## src/rtl/ps2_letter_input.sv

```systemverilog
`default_nettype none
// ---------------------------------------------------------------------------
// ps2_letter_input: PS/2 frame receiver, A-Z make codes to one-clock ASCII pulses
// Rev 1.0
// ---------------------------------------------------------------------------
module ps2_letter_input #(
  parameter int TIMEOUT_CYCLES = 50000,
  parameter int SYNC_STAGES    = 2
) (
  input  logic       clock,
  input  logic       reset_n,
  input  logic       ps2_clk,
  input  logic       ps2_data,
  output logic [7:0] user_input,
  output logic       key_valid,
  output logic       frame_error
);

  localparam int TMO_W = $clog2(TIMEOUT_CYCLES + 1);
  localparam logic [TMO_W-1:0] TMO_LAST = TMO_W'(TIMEOUT_CYCLES - 1);

  localparam logic [1:0] IDLE = 2'd0;
  localparam logic [1:0] RECV = 2'd1;
  localparam logic [1:0] DONE = 2'd2;

  logic [SYNC_STAGES-1:0] clk_sync_q, data_sync_q;
  logic                   clk_prev_q;
  logic [1:0]             state_q, state_d;
  logic [3:0]             bit_cnt_q, bit_cnt_d;
  logic [7:0]             shift_q, shift_d;
  logic                   parity_q, parity_d;
  logic                   stop_q, stop_d;
  logic [TMO_W-1:0]       tmo_q, tmo_d;
  logic                   brk_q, brk_d;
  logic                   ext_q, ext_d;
  logic [7:0]             user_input_q, user_input_d;
  logic                   key_valid_q, key_valid_d;
  logic                   frame_error_q, frame_error_d;

  logic       ps2_clk_s, ps2_data_s, fall;
  logic [7:0] ascii;

  assign ps2_clk_s  = clk_sync_q[SYNC_STAGES-1];
  assign ps2_data_s = data_sync_q[SYNC_STAGES-1];
  assign fall       = clk_prev_q & ~ps2_clk_s;

  function automatic logic [7:0] scan_to_ascii(input logic [7:0] sc);
    case (sc)
      8'h1C: scan_to_ascii = 8'h41;  8'h32: scan_to_ascii = 8'h42;
      8'h21: scan_to_ascii = 8'h43;  8'h23: scan_to_ascii = 8'h44;
      8'h24: scan_to_ascii = 8'h45;  8'h2B: scan_to_ascii = 8'h46;
      8'h34: scan_to_ascii = 8'h47;  8'h33: scan_to_ascii = 8'h48;
      8'h43: scan_to_ascii = 8'h49;  8'h3B: scan_to_ascii = 8'h4A;
      8'h42: scan_to_ascii = 8'h4B;  8'h4B: scan_to_ascii = 8'h4C;
      8'h3A: scan_to_ascii = 8'h4D;  8'h31: scan_to_ascii = 8'h4E;
      8'h44: scan_to_ascii = 8'h4F;  8'h4D: scan_to_ascii = 8'h50;
      8'h15: scan_to_ascii = 8'h51;  8'h2D: scan_to_ascii = 8'h52;
      8'h1B: scan_to_ascii = 8'h53;  8'h2C: scan_to_ascii = 8'h54;
      8'h3C: scan_to_ascii = 8'h55;  8'h2A: scan_to_ascii = 8'h56;
      8'h1D: scan_to_ascii = 8'h57;  8'h22: scan_to_ascii = 8'h58;
      8'h35: scan_to_ascii = 8'h59;  8'h1A: scan_to_ascii = 8'h5A;
      default: scan_to_ascii = 8'h00;
    endcase
  endfunction

  assign ascii = scan_to_ascii(shift_q);

  always_comb begin
    state_d       = state_q;
    bit_cnt_d     = bit_cnt_q;
    shift_d       = shift_q;
    parity_d      = parity_q;
    stop_d        = stop_q;
    tmo_d         = tmo_q;
    brk_d         = brk_q;
    ext_d         = ext_q;
    user_input_d  = 8'h00;
    key_valid_d   = 1'b0;
    frame_error_d = 1'b0;
    case (state_q)
      IDLE: begin
        tmo_d     = '0;
        bit_cnt_d = 4'd0;
        if (fall) begin
          if (!ps2_data_s) state_d = RECV;
          else             frame_error_d = 1'b1;
        end
      end
      RECV: begin
        // An edge always wins over a timeout landing on the same clock
        if (fall) begin
          tmo_d     = '0;
          bit_cnt_d = bit_cnt_q + 4'd1;
          if (bit_cnt_q < 4'd8) begin
            shift_d = {ps2_data_s, shift_q[7:1]};
          end else if (bit_cnt_q == 4'd8) begin
            parity_d = ps2_data_s;
          end else begin
            stop_d  = ps2_data_s;
            state_d = DONE;
          end
        end else if (tmo_q == TMO_LAST) begin
          frame_error_d = 1'b1;
          tmo_d         = '0;
          state_d       = IDLE;
        end else begin
          tmo_d = tmo_q + 1'b1;
        end
      end
      DONE: begin
        state_d = IDLE;
        tmo_d   = '0;
        if (!(^{shift_q, parity_q}) || !stop_q) begin
          frame_error_d = 1'b1;
        end else if (shift_q == 8'hF0) begin
          brk_d = 1'b1;
        end else if (shift_q == 8'hE0) begin
          ext_d = 1'b1;
        end else if (brk_q || ext_q) begin
          brk_d = 1'b0;
          ext_d = 1'b0;
        end else if (ascii != 8'h00) begin
          user_input_d = ascii;
          key_valid_d  = 1'b1;
        end
      end
      default: state_d = IDLE;
    endcase
  end

  always_ff @(posedge clock or negedge reset_n) begin
    if (!reset_n) begin
      clk_sync_q    <= '1;
      data_sync_q   <= '1;
      clk_prev_q    <= 1'b1;
      state_q       <= IDLE;
      bit_cnt_q     <= 4'd0;
      shift_q       <= 8'h00;
      parity_q      <= 1'b0;
      stop_q        <= 1'b0;
      tmo_q         <= '0;
      brk_q         <= 1'b0;
      ext_q         <= 1'b0;
      user_input_q  <= 8'h00;
      key_valid_q   <= 1'b0;
      frame_error_q <= 1'b0;
    end else begin
      clk_sync_q    <= {clk_sync_q[SYNC_STAGES-2:0], ps2_clk};
      data_sync_q   <= {data_sync_q[SYNC_STAGES-2:0], ps2_data};
      clk_prev_q    <= ps2_clk_s;
      state_q       <= state_d;
      bit_cnt_q     <= bit_cnt_d;
      shift_q       <= shift_d;
      parity_q      <= parity_d;
      stop_q        <= stop_d;
      tmo_q         <= tmo_d;
      brk_q         <= brk_d;
      ext_q         <= ext_d;
      user_input_q  <= user_input_d;
      key_valid_q   <= key_valid_d;
      frame_error_q <= frame_error_d;
    end
  end

  assign user_input  = user_input_q;
  assign key_valid   = key_valid_q;
  assign frame_error = frame_error_q;

endmodule
`default_nettype wire

```

## config.mk

```make
export PLATFORM = sky130hd
export DESIGN_NAME = ps2_letter_input
export DESIGN_NICKNAME = d
export VERILOG_FILES = /design/src/rtl/ps2_letter_input.sv
export SDC_FILE = /design/constraint.sdc
export NUM_CORES = 1
export LEC_CHECK = 0
export ABC_AREA = 1
export CORE_MARGIN = 5
export CORE_UTILIZATION = 60
export CTS_CLUSTER_DIAMETER = 120
export DETAILED_ROUTE_END_ITERATION = 8
export PLACE_DENSITY = 0.8
export RECOVER_POWER = 25
export SYNTH_ARGS = -nofsm -noshare
export SYNTH_HDL_FRONTEND = slang
export SYNTH_SLANG_ARGS = --single-unit
```

## constraint.sdc

```tcl
create_clock -name clock -period 1.9 [get_ports clock]
set_input_delay 0.38 -clock clock [delete_from_list [all_inputs] [get_ports clock]]
set_output_delay 0.38 -clock clock [all_outputs]
set_load 0.02 [all_outputs]
```

==> flow_summary_export.csv, run 1 <==
group,metric,value,unit
run_status,outcome,"finished, final reports clean",
setup_path,cpMostUsedCell,"nand2_2",
sta,final-max-slew-violation-count,0,
setup_path,crit_slowest_cell,"dfrtp_2",
cells_and_area,nFillCells,347,
floorplanning,fp.dieArea,0.006095,mm²
global_route,grt_use_total,19.88,%
yosys,syn_inst,382,
yosys,ys_types,29,
setup_path,reg2reg_depth,11,
sta,rsz0062_at_grt,"yes",
cells_and_area,nets,421,
setup_path,critPathLaunchType,"flip-flop",
floorplanning,start_util,62.98,%
yosys,synth_common_cells,"nand2_1 (120), dfrtp_1 (42), nor2_1 (39)",
power_and_ir_drop,p_leak,1.475,nW
setup_path,critPathBufInv,2,
routing,final_antenna_net_count,0,
floorplanning,die_h,78.07,µm
routing,wl_per_cell,13.29,µm
place,gp_congestion,0.9180,
routing,routed_wirelength,6.112,mm
clock_tree,root_buffer,"clkbuf_8",
floorplanning,dieWidth,78.07,µm
yosys,synth_edf_count,0,
place,placed_cells,444,
setup_path,critPathArrivalTime,2.05,ns
global_route,grt_max_degree,28,
floorplanning,core,0.004414,mm²
place,io_buffers,11,
global_route,antenna_found_initial,0,
sta,hold_violations,0,
routing,route.vias.total,2583,
clock_tree,clk_pin_slew,0.09,ns
cells_and_area,antenna_cells,0,
yosys,yosys.area.top_type,"dfrtp_1",
routing,vias_per_cell,5.615,
global_route,grt_pass1_vias,2289,
clock_tree,cts_sinks,47,
yosys,async_flop_share,100.0,%
setup_path,critical_path.endpoint_type,"flip-flop",
setup_path,worstPathRequired,2.09,ns
clock_tree,clk_path_buf_depth,2,
sta,timing.fmax,537.5,MHz
cells_and_area,design_area,0.003204,mm²
setup_path,r2r-end,"brk_q",
routing,drt_iter0_drc,205,
sta,finalSetupViolations,0,
cells_and_area,syn2layout_area_growth,15.26,%
cells_and_area,final_cells,460,
setup_path,crit_path_max_fanout,6,
global_route,grt_overflow,0,
yosys,synth-main-ff-cell,"dfrtp_1",
yosys,syn_area,0.002780,mm²
yosys,ys_ff_latch,47,
floorplanning,rows,24,
place,placed_area,0.002973,mm²
cells_and_area,drive_gt1_share,13.73,%
yosys,syn_avg_cell_area,7.278,µm²
yosys,yosys.area.top_type_share,37.80,%
place,dpl.hpwl,4.324,mm
routing,dr.pass1.iters,5,
yosys,seq_area_frac_synth,42.53,%
clock_tree,cts_buffers,5,
setup_path,worstSetupPathType,"reg2reg",
setup_path,r2r-start,"shift_q[0]",
clock_tree,cts_tree,"done",
clock_tree,cts_max_level,2,
sta,fin_skew,0.006541,ns
clock_tree,clock_latency,0.29,ns
sta,period_needed,1.860,ns
sta,timing.final.crit_share,97.92,%
run,maxCapViolCount,0,
floorplanning,ios,14,
global_route,grt_pass1_wl,10.04,mm
yosys,yosys_warnings,0,
power_and_ir_drop,powerDensity,1109,mW/mm²
setup_path,r2r_setup_slack,0.04,ns
sta,holdWs,0.2745,ns
worst_hold_path,hp-class,"in2async",
yosys,synthMostInstantiatedCell,"nand2_1",
routing,drc,0,
setup_path,path_delay_family,"simple AND/OR/NAND/NOR gates",
setup_path,cp_cell_sequence,"buf_4, xnor2_1, nand2b_1, nand2_2, nand2_2, nand2_2, nor2_4, buf_4, nand3_1, nand2_1, nand2_1",
power_and_ir_drop,ir_drop,0.7421,mV
yosys,synth_area_leaders,"dfrtp_1 (38%), nand2_1 (16%), nand3_1 (6.3%)",
sta,worst_slew_pin_slew,1.117,ns
sta,slew_headroom,25.53,%
setup_path,cpPeakStageDelay,0.46,ns
how the worst max path moves through the flow:
stage	from	end	slack, ns	cells after the start
after floorplan	shift_q[1]	key_valid	0.16	10
after detailed placement	shift_q[0]	key_valid	0.02	12
after CTS	shift_q[0]	key_valid	0.002	12
after global routing	shift_q[4]	user_input[2]	-0.14	8
final	shift_q[0]	brk_q	0.04	11
after global placement	shift_q[0]	key_valid	0.06	12
through the flow:
step	setup slack [ns]	util, %	power (mW)	TNS, ns
3_5_place_dp	0.02087	67.35	2.738	0
6_report	0.03954	72.59	3.555	0
4_1_cts	0.001748	69.44	3.345	0
2_1_floorplan	0.1621	-	2.370	0
3_3_place_gp	0.06198	67.35	2.733	0
5_1_grt	-0.1381	72.59	3.863	-0.9581
final cells by class:
| type | instances | area [µm²] | share of cell area [%] |
|---|---|---|---|
| multi-input combinational | 288 | 1488 | 46.43 |
| sequential | 47 | 1184 | 36.94 |
| timing repair buffer | 26 | 229.0 | 7.146 |
| inverter | 39 | 146.4 | 4.569 |
| clock buffer | 5 | 68.82 | 2.148 |
| tap | 52 | 65.06 | 2.030 |
| clock inverter | 3 | 23.77 | 0.7419 |
power breakdown:
group / internal (mW) / leakage (nW) / switching (mW)
Clock: 0.263 / 0.0408 / 0.337
Sequential: 1.10 / 0.630 / 0.176
Combinational: 0.626 / 0.804 / 1.05
cells by family (layout without fill, tap and decap cells):
family,count (synthesis),in the layout,synth area share [%]
xor+xnor,9,9,2.835
simple gates,215,215,33.26
other cells,1,2,0.1349
compound gates,52,52,9.811
buf+inv,48,73,6.931
flops,47,47,42.53
fa+ha+maj,10,10,4.500
per-layer routing:
layer  global-route usage (%)  vias to the layer above  part of all wire, %
met1                    28.68                     1211                   45
li1                         -                     1277                    -
met4                    5.574                        0                  1.3
met5                        0                        -                    0
met2                    30.88                       85                   47
met3                    3.547                       10                  6.6
sequential cells by signal, indices dropped and copies added, names as in the netlist:
signal	count
tmo_q	16
shift_q	8
user_input	6
bit_cnt_q	4
clk_sync_q	2
data_sync_q	2
state_q	2
brk_q	1
clk_prev_q	1
ext_q	1
frame_error	1
key_valid	1
parity_q	1
stop_q	1
layout by cell type, fill, tap and decap left out, types with 2 or more instances in the layout:
master	count
dfstp_2	5
conb_1	2
nand2_1	114
nand3_1	34
inv_2	5
a31oi_1	2
clkdlybuf4s50_1	8
nor2_1	33
nor3_1	5
o21ai_0	28
buf_4	14
clkinvlp_4	2
dfrtp_1	41
a21oi_1	13
nand4_1	9
ha_1	9
o22ai_1	4
a21oi_2	2
nor2_2	7
dlygate4sd3_1	2
nand2_2	6
clkbuf_8	5
inv_1	34
xor2_1	4
xnor2_1	4
worst register-to-register path: stages, from the launching register on:
cell	delay (ns)
dfrtp_2	0.46
buf_4	0.15
xnor2_1	0.28
nand2b_1	0.18
nand2_2	0.07
nand2_2	0.06
nand2_2	0.07
nor2_4	0.18
buf_4	0.13
nand3_1	0.06
nand2_1	0.07
nand2_1	0.05
repair_timing:
| item | 4_1_cts | 5_1_grt |
|---|---|---|
| hold buffers | 0 | 0 |
| endpoints found under the setup margin | 0 | 13 |
| buffers inserted | 0 | 8 |
| resized for setup | 0 | 21 |
Note: power is estimated with default switching activity, not from simulation.
==> run 2, diff against run 1 <==
--- a/config.mk
+++ b/config.mk
@@ -10,6 +10,7 @@
 export CORE_UTILIZATION = 60
 export CTS_CLUSTER_DIAMETER = 120
 export DETAILED_ROUTE_END_ITERATION = 8
+export GPL_ROUTABILITY_DRIVEN = 0
 export PLACE_DENSITY = 0.8
 export RECOVER_POWER = 25
 export SYNTH_ARGS = -nofsm -noshare
==> constraint.sdc (replaced) <==
create_clock -name clock -period 2.1 [get_ports clock]
set_input_delay 0.42 -clock clock [delete_from_list [all_inputs] [get_ports clock]]
set_output_delay 0.42 -clock clock [all_outputs]
set_load 0.02 [all_outputs]
==> flow_summary_export.csv, run 2 (synthesis gave the netlist of run 1 again) <==
group,metric,value,unit
global_route,grt_use_total,19.52,%
sta,slew_headroom,16.57,%
run_status,outcome,"finished, final reports clean",
cells_and_area,final_common_cell,"nand2_1",
cells_and_area,drive_gt1_share,7.035,%
cells_and_area,final_cell_mix,"nand2_1 (120), dfrtp_1 (41), nor2_1 (39), nand3_1 (35), inv_1 (34)",
cells_and_area,antenna_cells,0,
global_route,grt_max_degree,26,
clock_tree,clk_path_buf_depth,2,
sta,rsz0062_at_grt,"no",
sta,finalSetupViolations,0,
routing,drc,0,
sta,fin_skew,0.01073,ns
setup_path,crit_slowest_cell,"dfrtp_2",
floorplanning,fp.dieArea,0.006095,mm²
power_and_ir_drop,finalPower,3.131,mW
global_route,grt_pass1_vias,2231,
power_and_ir_drop,p_leak,1.423,nW
setup_path,path_delay_family,"simple AND/OR/NAND/NOR gates",
sta,timing.final.crit_share,91.39,%
setup_path,r2r_setup_slack,0.18,ns
clock_tree,cts_tree,"done",
setup_path,r2r-start,"shift_q[1]",
place,io_buffers,11,
global_route,grt_overflow,0,
routing,final_antenna_net_count,0,
setup_path,cpPeakStageDelay,0.45,ns
cells_and_area,top_register,"tmo_q",
clock_tree,clk_pin_slew,0.10,ns
cells_and_area,design_area,0.003073,mm²
setup_path,critical_path.endpoint_type,"flip-flop",
setup_path,critPathArrivalTime,2.15,ns
routing,vias_per_cell,5.531,
power_and_ir_drop,ir_drop,0.5447,mV
clock_tree,cts_max_level,2,
clock_tree,cts_sinks,47,
setup_path,critPathLaunchType,"flip-flop",
worst_hold_path,hp-class,"in2async",
setup_path,critPathBufInv,1,
setup_path,cp_cell_sequence,"inv_2, ha_1, xnor2_1, nand2b_1, nand2_1, nand2_1, nand2_1, nor2_4, nand4_4, nor2_1",
sta,timing.fmax,521.1,MHz
sta,final-max-slew-violation-count,0,
clock_tree,root_buffer,"clkbuf_8",
global_route,grt_pass1_wl,9.977,mm
routing,route.vias.total,2489,
place,dpl.hpwl,4.216,mm
cells_and_area,nets,411,
routing,dr.pass1.iters,5,
floorplanning,rows,24,
floorplanning,die_h,78.07,µm
power_and_ir_drop,powerDensity,1019,mW/mm²
floorplanning,core,0.004414,mm²
run,maxCapViolCount,0,
clock_tree,cts_buffers,5,
place,placed_area,0.002958,mm²
routing,wl_per_cell,12.59,µm
floorplanning,ios,14,
setup_path,worstPathRequired,2.33,ns
sta,period_needed,1.919,ns
setup_path,reg2reg_depth,10,
floorplanning,dieWidth,78.07,µm
cells_and_area,post-route-util,69.61,%
routing,drt_iter0_drc,158,
setup_path,cp-startpoint,"shift_q[1]",
sta,worst_slew_pin_slew,1.251,ns
setup_path,crit_path_max_fanout,7,
setup_path,worstSetupPathType,"reg2reg",
sta,finalSetupTns,0,ns
cells_and_area,syn2layout_area_growth,10.53,%
floorplanning,start_util,62.98,%
routing,routed_wirelength,5.667,mm
cells_and_area,nFillCells,367,
global_route,antenna_found_initial,0,
clock_tree,clock_latency,0.31,ns
sta,hold_violations,0,
setup_path,cpMostUsedCell,"nand2_1",
setup_path,r2r-end,"key_valid",
cells_and_area,largest_reg_flops,16,
run 2: cell types whose count changed in the layout (fill, tap and decap cells not counted), moves of 6 or more:
cell	previous run	this run
buf_4	14	4
nand2_1	114	120
nand2_2	6	0
nor2_1	33	39
nor2_2	7	1
run 2: how the worst max path moves through the flow:
stage	to	cells after the start
after floorplan	key_valid	10
after global placement	key_valid	10
after detailed placement	key_valid	10
after CTS	key_valid	10
after global routing	key_valid	10
final	key_valid	10
run 2: routing by layer:
layer / vias to the layer above / GRT usage, % / share of wire [%]
li1: 1260 / - / -
met1: 1152 / 28.86 / 50
met2: 69 / 30.13 / 43
met3: 8 / 3.547 / 5.5
met4: 0 / 4.054 / 1.0
met5: - / 0 / 0
run 2: timing repair:
action / CTS / global route
hold endpoints to repair: 0 / 0
hold buffers: 0 / 0
setup endpoints to repair: 0 / 9
buffers inserted: 0 / 0
gates resized for setup: 0 / 2
run 2: where the power goes:
part | leakage, nW | switching (mW) | total [mW] | internal, mW
Sequential | 0.630 | 0.145 | 1.14 | 0.999
Clock | 0.0548 | 0.322 | 0.680 | 0.359
Combinational | 0.738 | 0.845 | 1.31 | 0.462
run 2: cell type report:
type | count | area (µm²) | share of cell area [%]
Timing Repair Buffer | 16 | 153.9 | 5.008
Multi-Input combinational cell | 288 | 1409 | 45.85
Clock buffer | 5 | 68.82 | 2.239
Tap cell | 52 | 65.06 | 2.117
Sequential cell | 47 | 1184 | 38.52
Inverter | 39 | 146.4 | 4.764
Clock inverter | 3 | 46.29 | 1.507
run 2: stage by stage:
| stage | hold WS, ns | cells | setup slack (ns) |
|---|---|---|---|
| floorplan | 0.1244 | 383 | 0.3621 |
| global placement | 0.3467 | 442 | 0.2438 |
| CTS | 0.09014 | 450 | 0.06662 |
| detailed placement | 0.3475 | 442 | 0.1132 |
| global route | 0.3703 | 450 | 0.02733 |
| finish | 0.3585 | 450 | 0.1808 |
